--- src/rtl/mem_port_arbiter_pkg.sv ---
// Shared types for the I/D cache memory-port arbiter.
// Latency: n/a (types and constants only).
// Backpressure: n/a.
package mem_port_arbiter_pkg;

    typedef enum logic [1:0] {
        IDLE       = 2'd0,
        SERVE_I    = 2'd1,
        SERVE_D_RD = 2'd2,
        SERVE_D_WR = 2'd3
    } arb_state_t;

    // Side encoding for the round-robin last_grant flag.
    localparam logic GRANT_I = 1'b0;
    localparam logic GRANT_D = 1'b1;

endpackage

--- src/rtl/register.sv ---
// Generic loadable holding register, no built-in reset (callers mux in clear values).
// Latency: 1 cycle from load to out.
// Backpressure: none; holds its value whenever load is low.
module register #(
    parameter int WIDTH = 8
) (
    input  logic             clk,
    input  logic             load,
    input  logic [WIDTH-1:0] in,
    output logic [WIDTH-1:0] out
);

    // Capture in on load, otherwise hold.
    always_ff @(posedge clk) begin
        if (load) begin
            out <= in;
        end
    end

endmodule

--- src/rtl/mem_port_arbiter.sv ---
// Round-robin arbiter sharing one memory port between the I cache (read) and D cache (read/write).
// Latency: 1 grant cycle + memory latency; resp is coincident with pmem_resp.
// Backpressure: requesters hold their request until resp; strobes hold until pmem_resp.
module mem_port_arbiter
    import mem_port_arbiter_pkg::*;
#(
    parameter int ADDR_WIDTH = 16,
    parameter int LINE_WIDTH = 128
) (
    input  logic                  clk,
    input  logic                  rst,
    input  logic                  i_read,
    input  logic [ADDR_WIDTH-1:0] i_addr,
    output logic [LINE_WIDTH-1:0] i_rdata,
    output logic                  i_resp,
    input  logic                  d_read,
    input  logic                  d_write,
    input  logic [ADDR_WIDTH-1:0] d_addr,
    input  logic [LINE_WIDTH-1:0] d_wdata,
    output logic [LINE_WIDTH-1:0] d_rdata,
    output logic                  d_resp,
    output logic                  pmem_read,
    output logic                  pmem_write,
    output logic [ADDR_WIDTH-1:0] pmem_addr,
    output logic [LINE_WIDTH-1:0] pmem_wdata,
    input  logic [LINE_WIDTH-1:0] pmem_rdata,
    input  logic                  pmem_resp
);

    arb_state_t            state;
    arb_state_t            state_next;
    logic                  last_grant;
    logic                  grant;
    logic                  grant_side;
    logic                  d_req;
    logic                  addr_load;
    logic                  wdata_load;
    logic [ADDR_WIDTH-1:0] addr_in;
    logic [LINE_WIDTH-1:0] wdata_in;

    assign d_req = d_read | d_write;

    // Next-state and grant decision; a tie goes to the side that was not granted last.
    always_comb begin
        state_next = state;
        grant      = 1'b0;
        grant_side = GRANT_I;
        case (state)
            IDLE: begin
                if (i_read && (!d_req || last_grant == GRANT_D)) begin
                    state_next = SERVE_I;
                    grant      = 1'b1;
                    grant_side = GRANT_I;
                end else if (d_req) begin
                    // A write wins over a simultaneous read on the D side.
                    state_next = d_write ? SERVE_D_WR : SERVE_D_RD;
                    grant      = 1'b1;
                    grant_side = GRANT_D;
                end
            end
            default: begin
                if (pmem_resp) begin
                    state_next = IDLE;
                end
            end
        endcase
    end

    // State register and round-robin history.
    always_ff @(posedge clk) begin
        if (rst) begin
            state      <= IDLE;
            last_grant <= GRANT_D;
        end else begin
            state <= state_next;
            if (grant) begin
                last_grant <= grant_side;
            end
        end
    end

    // Holding registers: cleared by forcing a load of zero during reset.
    assign addr_load  = rst | grant;
    assign addr_in    = rst ? '0 : ((grant_side == GRANT_D) ? d_addr : i_addr);
    assign wdata_load = rst | (grant && state_next == SERVE_D_WR);
    assign wdata_in   = rst ? '0 : d_wdata;

    register #(.WIDTH(ADDR_WIDTH)) u_addr_reg (
        .clk  (clk),
        .load (addr_load),
        .in   (addr_in),
        .out  (pmem_addr)
    );

    register #(.WIDTH(LINE_WIDTH)) u_wdata_reg (
        .clk  (clk),
        .load (wdata_load),
        .in   (wdata_in),
        .out  (pmem_wdata)
    );

    // Moore strobes from state; completion pulses qualified by pmem_resp; all quiet in reset.
    always_comb begin
        pmem_read  = 1'b0;
        pmem_write = 1'b0;
        i_resp     = 1'b0;
        d_resp     = 1'b0;
        if (!rst) begin
            case (state)
                SERVE_I: begin
                    pmem_read = 1'b1;
                    i_resp    = pmem_resp;
                end
                SERVE_D_RD: begin
                    pmem_read = 1'b1;
                    d_resp    = pmem_resp;
                end
                SERVE_D_WR: begin
                    pmem_write = 1'b1;
                    d_resp     = pmem_resp;
                end
                default: ;
            endcase
        end
    end

    assign i_rdata = pmem_rdata;
    assign d_rdata = pmem_rdata;

endmodule
--- config.mk ---
export PLATFORM = sky130hd
export DESIGN_NAME = mem_port_arbiter
export DESIGN_NICKNAME = d
export VERILOG_FILES = /design/src/rtl/mem_port_arbiter_pkg.sv /design/src/rtl/register.sv /design/src/rtl/mem_port_arbiter.sv
export SDC_FILE = /design/constraint.sdc
export NUM_CORES = 1
export LEC_CHECK = 0
export ABC_AREA = 1
export BUFFER_PORTS_ARGS = -buffer_cell sky130_fd_sc_hd__buf_2
export CORE_AREA = 3 3 269 271
export DETAILED_ROUTE_END_ITERATION = 7
export DIE_AREA = 0 0 272 274
export GPL_ROUTABILITY_DRIVEN = 0
export PLACE_DENSITY = 0.33
export SETUP_SLACK_MARGIN = 0.5
export SLEW_MARGIN = 30
export SYNTH_ARGS = -nofsm -noshare
export SYNTH_HDL_FRONTEND = slang
export SYNTH_SLANG_ARGS = --single-unit
--- constraint.sdc ---
create_clock -name clk -period 6.82 [get_ports clk]
set_input_delay 0.682 -clock clk [delete_from_list [all_inputs] [get_ports clk]]
set_output_delay 0.682 -clock clk [all_outputs]
set_load 0.02 [all_outputs]
==> results of run 1 <==
per-layer routing:
metal | up-vias | wire (µm)
met1 | 2242 | 10400
met5 | - | 13
met3 | 59 | 7340
li1 | 2262 | -
met4 | 2 | 1420
met2 | 567 | 20300
critical path, delay by kind of cell (launching register included):
family	cells	cell delay [ps]
buffers and inverters	2	570
adders and majority gates	1	700
and+or+nand+nor	2	420
DFF	1	330
kinds of logic (layout without fill, tap and decap cells):
kind of cell	Yosys count	in the layout
compound gates	7	7
fa+ha+maj	4	4
buf+inv	414	486
flops	147	147
simple gates	214	214
power breakdown:
| part | internal [mW] | switching, mW |
|---|---|---|
| Clock | 0.502 | 0.420 |
| Combinational | 0.131 | 0.317 |
| Sequential | 1.11 | 0.0300 |
| Total | 1.74 | 0.767 |
cell type report:
cell class	count	area, µm²
well taps	940	1180
clock buffers	20	437
clock inverters	12	108
flip-flops and latches	147	4380
multi-input cells	225	1020
fillers	8086	60800
repair buffers	316	1600
inverters	138	518
cells in the mapped netlist:
cell	instances	area [µm²]
nor2_1	157	589
inv_2	1	3.75
clkbuf_1	5	18.8
buf_2	9	45.0
buf_1	4	15.0
o21ai_0	2	10.0
edfxtp_1	144	4320
nor3_1	1	5.00
ha_1	4	50.1
nand4_1	1	6.26
a211oi_4	1	20.0
dfxtp_1	3	60.1
buf_6	1	11.3
nor2_2	11	68.8
nand3b_1	16	120
nand2_1	26	97.6
inv_1	136	510
a21oi_1	3	15.0
clkinv_1	1	3.75
nand3_1	1	5.00
a21oi_4	1	16.3
nor2_4	1	11.3
buf_4	257	1930
state kept, by name (all words and copies together), names as in the netlist:
| signal | flops |
|---|---|
| last_grant | 1 |
| u_wdata_reg.out | 128 |
| state | 2 |
| u_addr_reg.out | 16 |
through the flow:
| stage | hold WS (ps) | total power, mW | util, % | cell area [µm²] | cells |
|---|---|---|---|---|---|
| after floorplan | 494 | 1.62 | - | 7940 | 786 |
| after global placement | 513 | 1.62 | 12.4 | 8700 | 1766 |
| after detailed placement | 517 | 1.62 | 12.4 | 8700 | 1766 |
| after CTS | 426 | 2.60 | 13.2 | 9250 | 1798 |
| after global routing | 465 | 2.66 | 13.2 | 9250 | 1798 |
| final | 503 | 2.51 | 13.2 | 9250 | 1798 |
final timing paths:
path                                to          from  depth (start not counted)
setup / recovery  u_wdata_reg.out[118]      state[0]                          5
hold / removal    u_wdata_reg.out[106]  d_wdata[106]                          3
setup reg to reg  u_wdata_reg.out[118]      state[0]                          5
hold reg to reg               state[1]      state[1]                          2
==> impl_metrics.toml, run 1 <==
[outcome]
outcome = "completed"

[timing]
setup-tns-final_ps = 0
setup_ws_ps = 4110
slew_violations = 0
min_period_ps = 2710
worstMarginPinSlew_ps = 918
slew_headroom_pct = 38.8
finalHoldViolCount = 0
setup_violations = 0
max_freq_mhz = 370
skew_ps = 18.8
grt_setup_unrepaired = "false"
finalCritPeriodShare_pct = 39.7

[synthesis]
yosysWarnings = 0
yosys.area_share.simple_pct = 11.4
synthXorXnorAreaFrac_pct = 0
ys_seq_elements = 147
synth-compound-area-share_pct = 0.773
synthDistinctLibCells = 23
yosysSeqAreaShare_pct = 55.2
synth_top_family_by_area = "buffers and inverters"
muxShareOfSynthArea_pct = 0
synthesis.area_mm2 = 0.00794
avgSynthCellArea_um2 = 10.1
synthAdderAreaFrac_pct = 0.631
synth_cells = 786
syn_nets = 1084

[cells_and_area]
n_antenna_cell = 0
final_common_cell = "buf_2"
nets = 1143
area_growth_pct = 16.5
drive_gt1_share_pct = 42.1
final_cell_mix = "312 x buf_2, 157 x nor2_1, 144 x edfxtp_1, 136 x inv_1, 25 x nand2_1"

[cts]
cts_buffer_depth = 2
h-tree-depth = 4
cts_buffers = 17
postCtsSetupBuffers = 0
hold_buffers = 0
clkTransAtPathRegs_ps = 70
ctsResizeCount = 0
cts.sink_count = 147
clock_latency_ps = 460
cts_tree = "yes"
root_buffer = "clkbuf_16"

[global_routing]
grt_pass1_wl_um = 50900
use_met1_pct = 7.61
grt.busiest_layer = "met2"
grt_max_degree = 129
grtUsageMet3_pct = 8.88
antenna_found_initial = 2
grt_usage_pct = 10.3
met2_usage_pct = 18.7
grt_pass1_vias = 5444
overflow = 0

[route]
drt_wl_total_um = 39500
drc = 0
final_antenna_net_count = 0
drtIter0Drc = 227
avgViaCountPerCell = 2.85
drt_pre_antenna_iters = 5
vias = 5132
wire_per_inst_um = 22.0

[place]
port-buffer-count = 313
hpwlAfterDp_um = 33400
pre_cts_slack_ps = 3660

[critical_path]
critPathCaptureType = "flip-flop"
required_ps = 6890
reg2reg_slack_ps = 4110
crit_fanout = 128
path_cells = "inv_1 -> ha_1 -> nand4_1 -> nand2_4 -> buf_12"
critPathKind = "flip-flop to flip-flop"
slowest_delay_ps = 700
crit_slowest_cell = "ha_1"
arrival_ps = 2780
cp-start-kind = "flip-flop"

[pwr]
total_leakage_power_nw = 4.30
power-per-cell-area_mw_per_mm2 = 271
vdd_ir_drop_max_mv = 0.150

[run]
drv_cap = 0

[die]
pin_count = 698
coreArea_mm2 = 0.0700
start_util_pct = 11.3
die_h_um = 274
dieArea_mm2 = 0.0745
num_rows = 97
dieWidth_um = 272

[hold_path]
worstHoldPathType = "input pin to flip-flop"
Note: power is estimated with default switching activity, not from simulation.
==> run 2, diff against run 1 <==
Settings changed: ABC_AREA 1 to 0, CORE_AREA 3 3 269 271 to 3 3 274 276, DIE_AREA 0 0 272 274 to 0 0 277 279.
Clock period 6.82 ns to 2.2 ns, I/O delays scaled along.
==> run 2 against run 1 <==
Worst hold slack worse by 450 ps. Count of clock-buffer cells in the layout is 3 lower. Maximum frequency up 42%. Clock skew grew 3.3 ps. Non-clock buffer count is 85 higher. Die area increased by 3.7%. Routed wire length is 2.8% lower. Highest routed layer is now met4. Via count is 4.0% lower.
==> impl_metrics.toml, run 2 <==
[synthesis]
synth_most_common_cell = "buf_4"
synth_top_family_by_area = "buffers and inverters"
yosys.area.top_type = "edfxtp_1"
synthDistinctLibCells = 27
ys.flop_type = "edfxtp_1"
yosys.area_share.simple_pct = 13.9
muxShareOfSynthArea_pct = 2.05
ys_top_cells_by_count = "256 x buf_4, 144 x edfxtp_1, 132 x nor2b_1, 35 x nand2b_1"
yosysSeqAreaShare_pct = 56.2
synth-compound-area-share_pct = 1.19
synthAdderAreaFrac_pct = 0.641
synth_top_area_share_pct = 55.4
yosysWarnings = 0
ys_seq_elements = 147
synthesis.area_mm2 = 0.00780
synth_cells = 632
syn_nets = 930
synthXorXnorAreaFrac_pct = 0
synth_edf_count = 144
synth_area_leaders = "edfxtp_1 55%, buf_4 25%, nor2b_1 11%"
avgSynthCellArea_um2 = 12.3
synthArstFlopShare_pct = 0

[place]
hpwlAfterDp_um = 30900
pre_cts_slack_ps = 192
dpl.cell_count = 1645
port-buffer-count = 313
dpl_cell_area_mm2 = 0.00879

[timing]
setup_ws_ps = 301
finalCritPeriodShare_pct = 86.3
setup_violations = 0
max_freq_mhz = 527
grt_setup_unrepaired = "true"
min_period_ps = 1900
skew_ps = 22.2
slew_headroom_pct = 67.1
worstMarginPinSlew_ps = 489
finalHoldViolCount = 0
slew_violations = 0

[global_routing]
use_met1_pct = 7.31
grt_pass1_wl_um = 49500
overflow = 0
grt_usage_pct = 9.68
grt_max_degree = 90
grt_pass1_vias = 5303
grtUsageMet3_pct = 7.68
grt.busiest_layer = "met2"
antenna_found_initial = 3
met2_usage_pct = 17.4

[route]
drc = 0
avgViaCountPerCell = 2.82
drtIter0Drc = 170
drt_wl_total_um = 38400
drt_pre_antenna_iters = 4
wire_per_inst_um = 22.0
vias = 4929
final_antenna_net_count = 0

[cts]
cts_buffers = 17
cts_buffer_depth = 2
root_buffer = "clkbuf_16"
cts.sink_count = 147
clkTransAtPathRegs_ps = 80
clock_latency_ps = 480
cts_tree = "yes"
h-tree-depth = 4

[cells_and_area]
largest_reg_flops = 128
design_area_mm2 = 0.0105
area_growth_pct = 33.9
final_cell_mix = "308 x buf_2, 144 x edfxtp_1, 132 x nor2b_1, 42 x dlygate4sd3_1, 34 x nand2b_1"
final_common_cell = "buf_2"
finalNonFillerCells = 1748
top_regs = "u_wdata_reg.out (128), u_addr_reg.out (16), state (2)"
nets = 1073
regMostFlops = "u_wdata_reg.out"
drive_gt1_share_pct = 51.5

[die]
coreArea_mm2 = 0.0728
dieWidth_um = 277
die_h_um = 279
num_rows = 99
pin_count = 698
start_util_pct = 10.7
dieArea_mm2 = 0.0773

[pwr]
power-per-cell-area_mw_per_mm2 = 849
vdd_ir_drop_max_mv = 0.313
power_mw = 8.88
total_leakage_power_nw = 4.19

[critical_path]
arrival_ps = 2080
cp-start-kind = "flip-flop"
crit_fanout = 5
path_cells = "inv_2 -> ha_4 -> nor2b_1 -> o21ai_1 -> buf_4 -> a2bb2oi_4 -> buf_12 -> buf_12 -> buf_12 -> clkbuf_16"
crit_top_cell = "buf_12"
required_ps = 2380
crit_slowest_cell = "dfxtp_2"
critPathCaptureType = "flip-flop"
critPathKind = "flip-flop to flip-flop"
slowest_delay_ps = 330

[run]
drv_cap = 0

[outcome]
outcome = "completed"

[hold_path]
worstHoldPathType = "input pin to flip-flop"
run 2: cell count changes after synthesis, moves of 16 or more:
| cell | delta |
|---|---|
| nor2_1 | -155 |
| inv_1 | -134 |
| nor2b_1 | +132 |
| nand2b_1 | +35 |
| mux2i_1 | +16 |
| nand2_1 | -24 |
| nand3b_1 | -16 |
run 2: final timing paths:
path / from / endpoint / slack, ps / depth (start not counted)
worst max-delay path: state[0] / u_wdata_reg.out[84] / 300 / 10
worst max register to register: state[0] / u_wdata_reg.out[84] / 300 / 10
worst min-delay path: d_wdata[74] / u_wdata_reg.out[74] / 50 / 2
worst min register to register: last_grant / last_grant / 570 / 2
run 2: critical path: cells and delay by family, from the launching register on:
| family | cells | cell delay [ps] |
|---|---|---|
| buffers and inverters | 6 | 780 |
| adders and majority gates | 1 | 170 |
| DFF | 1 | 330 |
| and+or+nand+nor | 1 | 130 |
| AOI/OAI and AO/OA | 2 | 210 |
run 2: logic make-up after synthesis:
kind of cell,Yosys count
buffers and inverters,279
AND/OR/NAND/NOR,175
flip-flops,147
multiplexers,16
AO/OA/AOI/OAI,11
adder cells (fa/ha/maj),4
run 2: metal layers:
metal / part of all wire, % / vias up
met5: 0 / -
met4: 4.1 / 0
met3: 17 / 54
met2: 52 / 571
met1: 27 / 2178
li1: - / 2126
run 2: layout make-up:
type                       instances  area, µm²
fill                            8260      62400
sequential                       147       4390
timing repair buffer             401       2790
multi-input combinational        206       1460
tap                              959       1200
clock buffer                      17        425
clock inverter                    14        169
inverter                           2       10.0
antenna                            2       5.00
run 2: power breakdown:
| group | internal (mW) | switching (mW) | total, mW | leakage [nW] |
|---|---|---|---|---|
| logic | 0.908 | 1.17 | 2.07 | 2.38 |
| registers | 3.52 | 0.109 | 3.63 | 1.52 |
| clock network | 1.71 | 1.46 | 3.17 | 0.283 |
run 2: repair_timing:
item                                   4_1_cts  5_1_grt
setup endpoints to repair                  140      132
endpoints found under the hold margin       42        0
gates resized for setup                     40       11
cloned                                       8        3
pin swaps                                    6        3
setup buffers                               16        1
hold buffers                                42        0
run 2: through the flow:
| step | hold slack [ps] | TNS [ps] | utilization, % |
|---|---|---|---|
| floorplan | 381 | -167890 | - |
| finish | 53.5 | 0 | 14.3 |
| CTS | 0.0350 | 0 | 14.2 |
| global route | 18.5 | 0 | 14.3 |
| global placement | 440 | 0 | 12.1 |
| detailed placement | 440 | 0 | 12.1 |
==> run 3, diff against run 2 <==
Settings changed: CORE_AREA 3 3 274 276 to 3 3 271 273, DIE_AREA 0 0 277 279 to 0 0 274 276.
==> run 3 against run 2 <==
Worst hold slack better by 5.3 ps. Clock power rose by 6.3%. Highest routed layer is now met5. Sequential power about the same. Sequential share of layout area rose by 1.6 points. Routed wire length rose by 0.84%. Design area decreased by 3.5%. Worst setup slack better by 44 ps. Die area decreased by 2.1%.
==> impl_metrics.toml, run 3 (same netlist as run 2, synthesis figures left out) <==
[die]
dieWidth_um = 274
pin_count = 698
start_util_pct = 10.9
coreArea_mm2 = 0.0714
die_h_um = 276
num_rows = 98
dieArea_mm2 = 0.0756

[timing]
hold_ws_ps = 58.8
grt_setup_unrepaired = "true"
finalHoldViolCount = 0
slew_headroom_pct = 77.1
finalCritPeriodShare_pct = 84.3
min_period_ps = 1850
slew_violations = 0
worstMarginPinSlew_ps = 344
max_freq_mhz = 539
skew_ps = 12.4
setup_ws_ps = 345
setup_violations = 0

[pwr]
power-per-cell-area_mw_per_mm2 = 895
clock_power_share_pct = 37.3
p_int_mw = 6.52
p_sw_mw = 2.50
power.share.sequential_pct = 40.3
total_leakage_power_nw = 4.05
vdd_ir_drop_max_mv = 0.531
combPwrFrac_pct = 22.4
switching_share_pct = 27.7

[critical_path]
crit_fanout = 11
cp-start-kind = "flip-flop"
rr_worst_depth = 9
arrival_ps = 2010
required_ps = 2350
critPathCaptureType = "flip-flop"
reg2reg_slack_ps = 350
rr_endpoint = "u_wdata_reg.out[126]"
rr_startpoint = "state[0]"
critPathKind = "flip-flop to flip-flop"

[place]
port-buffer-count = 313
hpwlAfterDp_um = 31500
dpl_cell_area_mm2 = 0.00875
pre_cts_slack_ps = 184

[cts]
cts_tree = "yes"
root_buffer = "clkbuf_16"
h-tree-depth = 4
cts_buffer_depth = 2
hold_buffers = 0
clkTransAtPathRegs_ps = 70
cts_buffers = 17
clock_latency_ps = 440
cts.sink_count = 147

[run]
drv_cap = 0

[global_routing]
overflow = 0
grt_pass1_vias = 5046
antenna_found_initial = 4
grt_pass1_wl_um = 48800
grt_max_degree = 76
grt_usage_pct = 9.76

[outcome]
outcome = "completed"

[route]
final_antenna_net_count = 0
drtIter0Drc = 167
drt_wl_total_um = 38700
vias = 4715
wire_per_inst_um = 22.8
drt_pre_antenna_iters = 4
avgViaCountPerCell = 2.77
drc = 0

[cells_and_area]
largest_reg_flops = 128
design_area_mm2 = 0.0101
final_common_cell = "buf_2"
regArea_mm2 = 0.00439
area_growth_pct = 29.2
multi_input_area_mm2 = 0.00147
drive_gt1_share_pct = 54.4
top_regs = "u_wdata_reg.out (128), u_addr_reg.out (16), state (2)"
nets = 1032
final_cell_mix = "311 x buf_2, 144 x edfxtp_1, 131 x nor2b_1, 34 x nand2b_1, 19 x clkbuf_16"
filler_cell_count = 8099
regMostFlops = "u_wdata_reg.out"

[hold_path]
worstHoldPathType = "input pin to flip-flop"
min_path_cells = 2
hold_path_end = "u_wdata_reg.out[15]"
worstHoldStart = "d_wdata[15]"
run 3: cell count changes in the layout (fill, tap and decap cells not counted), sizes merged:
cell,change
clkinv,+1
bufbuf,+1
dlygate4sd3,-42
clkinvlp,-2
bufinv,+4
clkbuf,+1
inv,-5
diode,+2
buf,+1
run 3: metal layers:
layer / vias to the layer above / track usage [%] / part of all wire [%]
met5: - / 0 / 0.034
met4: 2 / 3.87 / 2.9
met3: 47 / 6.92 / 16
met2: 522 / 19.1 / 55
met1: 2110 / 6.93 / 26
li1: 2034 / - / -
run 3: repair_timing:
item,CTS,global route
cloned,7,2
endpoints found under the setup margin,145,137
gates resized for setup,43,9
buffers inserted,18,3
hold endpoints to repair,0,0
pin swaps,2,3
run 3: critical path, cell delays in order (launching register included):
cell       delay, ps
dfxtp_4          350
inv_4             60
ha_4             170
o21ai_4           70
a21oi_4          170
a2bb2oi_4        200
buf_6            130
buf_12           130
buf_12           130
buf_8            140
run 3: layout make-up:
cell class,count,area share (%)
sequential,147,43.6
multi-input combinational,206,14.6
clock inverter,12,2.26
inverter,2,0.124
clock buffer,19,4.29
tap,950,11.8
antenna,4,0.0993
timing repair buffer,360,23.2
run 3: power groups by stage:
stage	logic (mW)	registers, mW	clock network (mW)
after floorplan	1.07	4.17	0
after global placement	1.65	3.71	0
after detailed placement	1.64	3.70	0
after CTS	2.01	3.64	3.52
after global routing	2.19	3.66	3.61
final	2.02	3.63	3.37
run 3: per-stage QoR:
| step | TNS [ps] | instances | total power [mW] | util, % |
|---|---|---|---|---|
| after floorplan | -167890 | 632 | 5.24 | - |
| after global placement | 0 | 1635 | 5.35 | 12.3 |
| after detailed placement | 0 | 1635 | 5.34 | 12.3 |
| after CTS | 0 | 1691 | 9.17 | 14.0 |
| after global routing | 0 | 1697 | 9.47 | 14.1 |
| final | 0 | 1700 | 9.02 | 14.1 |
run 3: worst max path at each step:
| stage | to | slack (ps) | cells past startpoint | from |
|---|---|---|---|---|
| 2_1_floorplan | u_wdata_reg.out[0] | -1310 | 6 | state[1] |
| 3_3_place_gp | u_wdata_reg.out[54] | 190 | 7 | state[0] |
| 3_5_place_dp | u_wdata_reg.out[63] | 180 | 7 | state[0] |
| 4_1_cts | u_wdata_reg.out[13] | 330 | 9 | state[1] |
| 5_1_grt | u_wdata_reg.out[1] | 280 | 9 | state[0] |
| 6_report | u_wdata_reg.out[126] | 350 | 9 | state[0] |
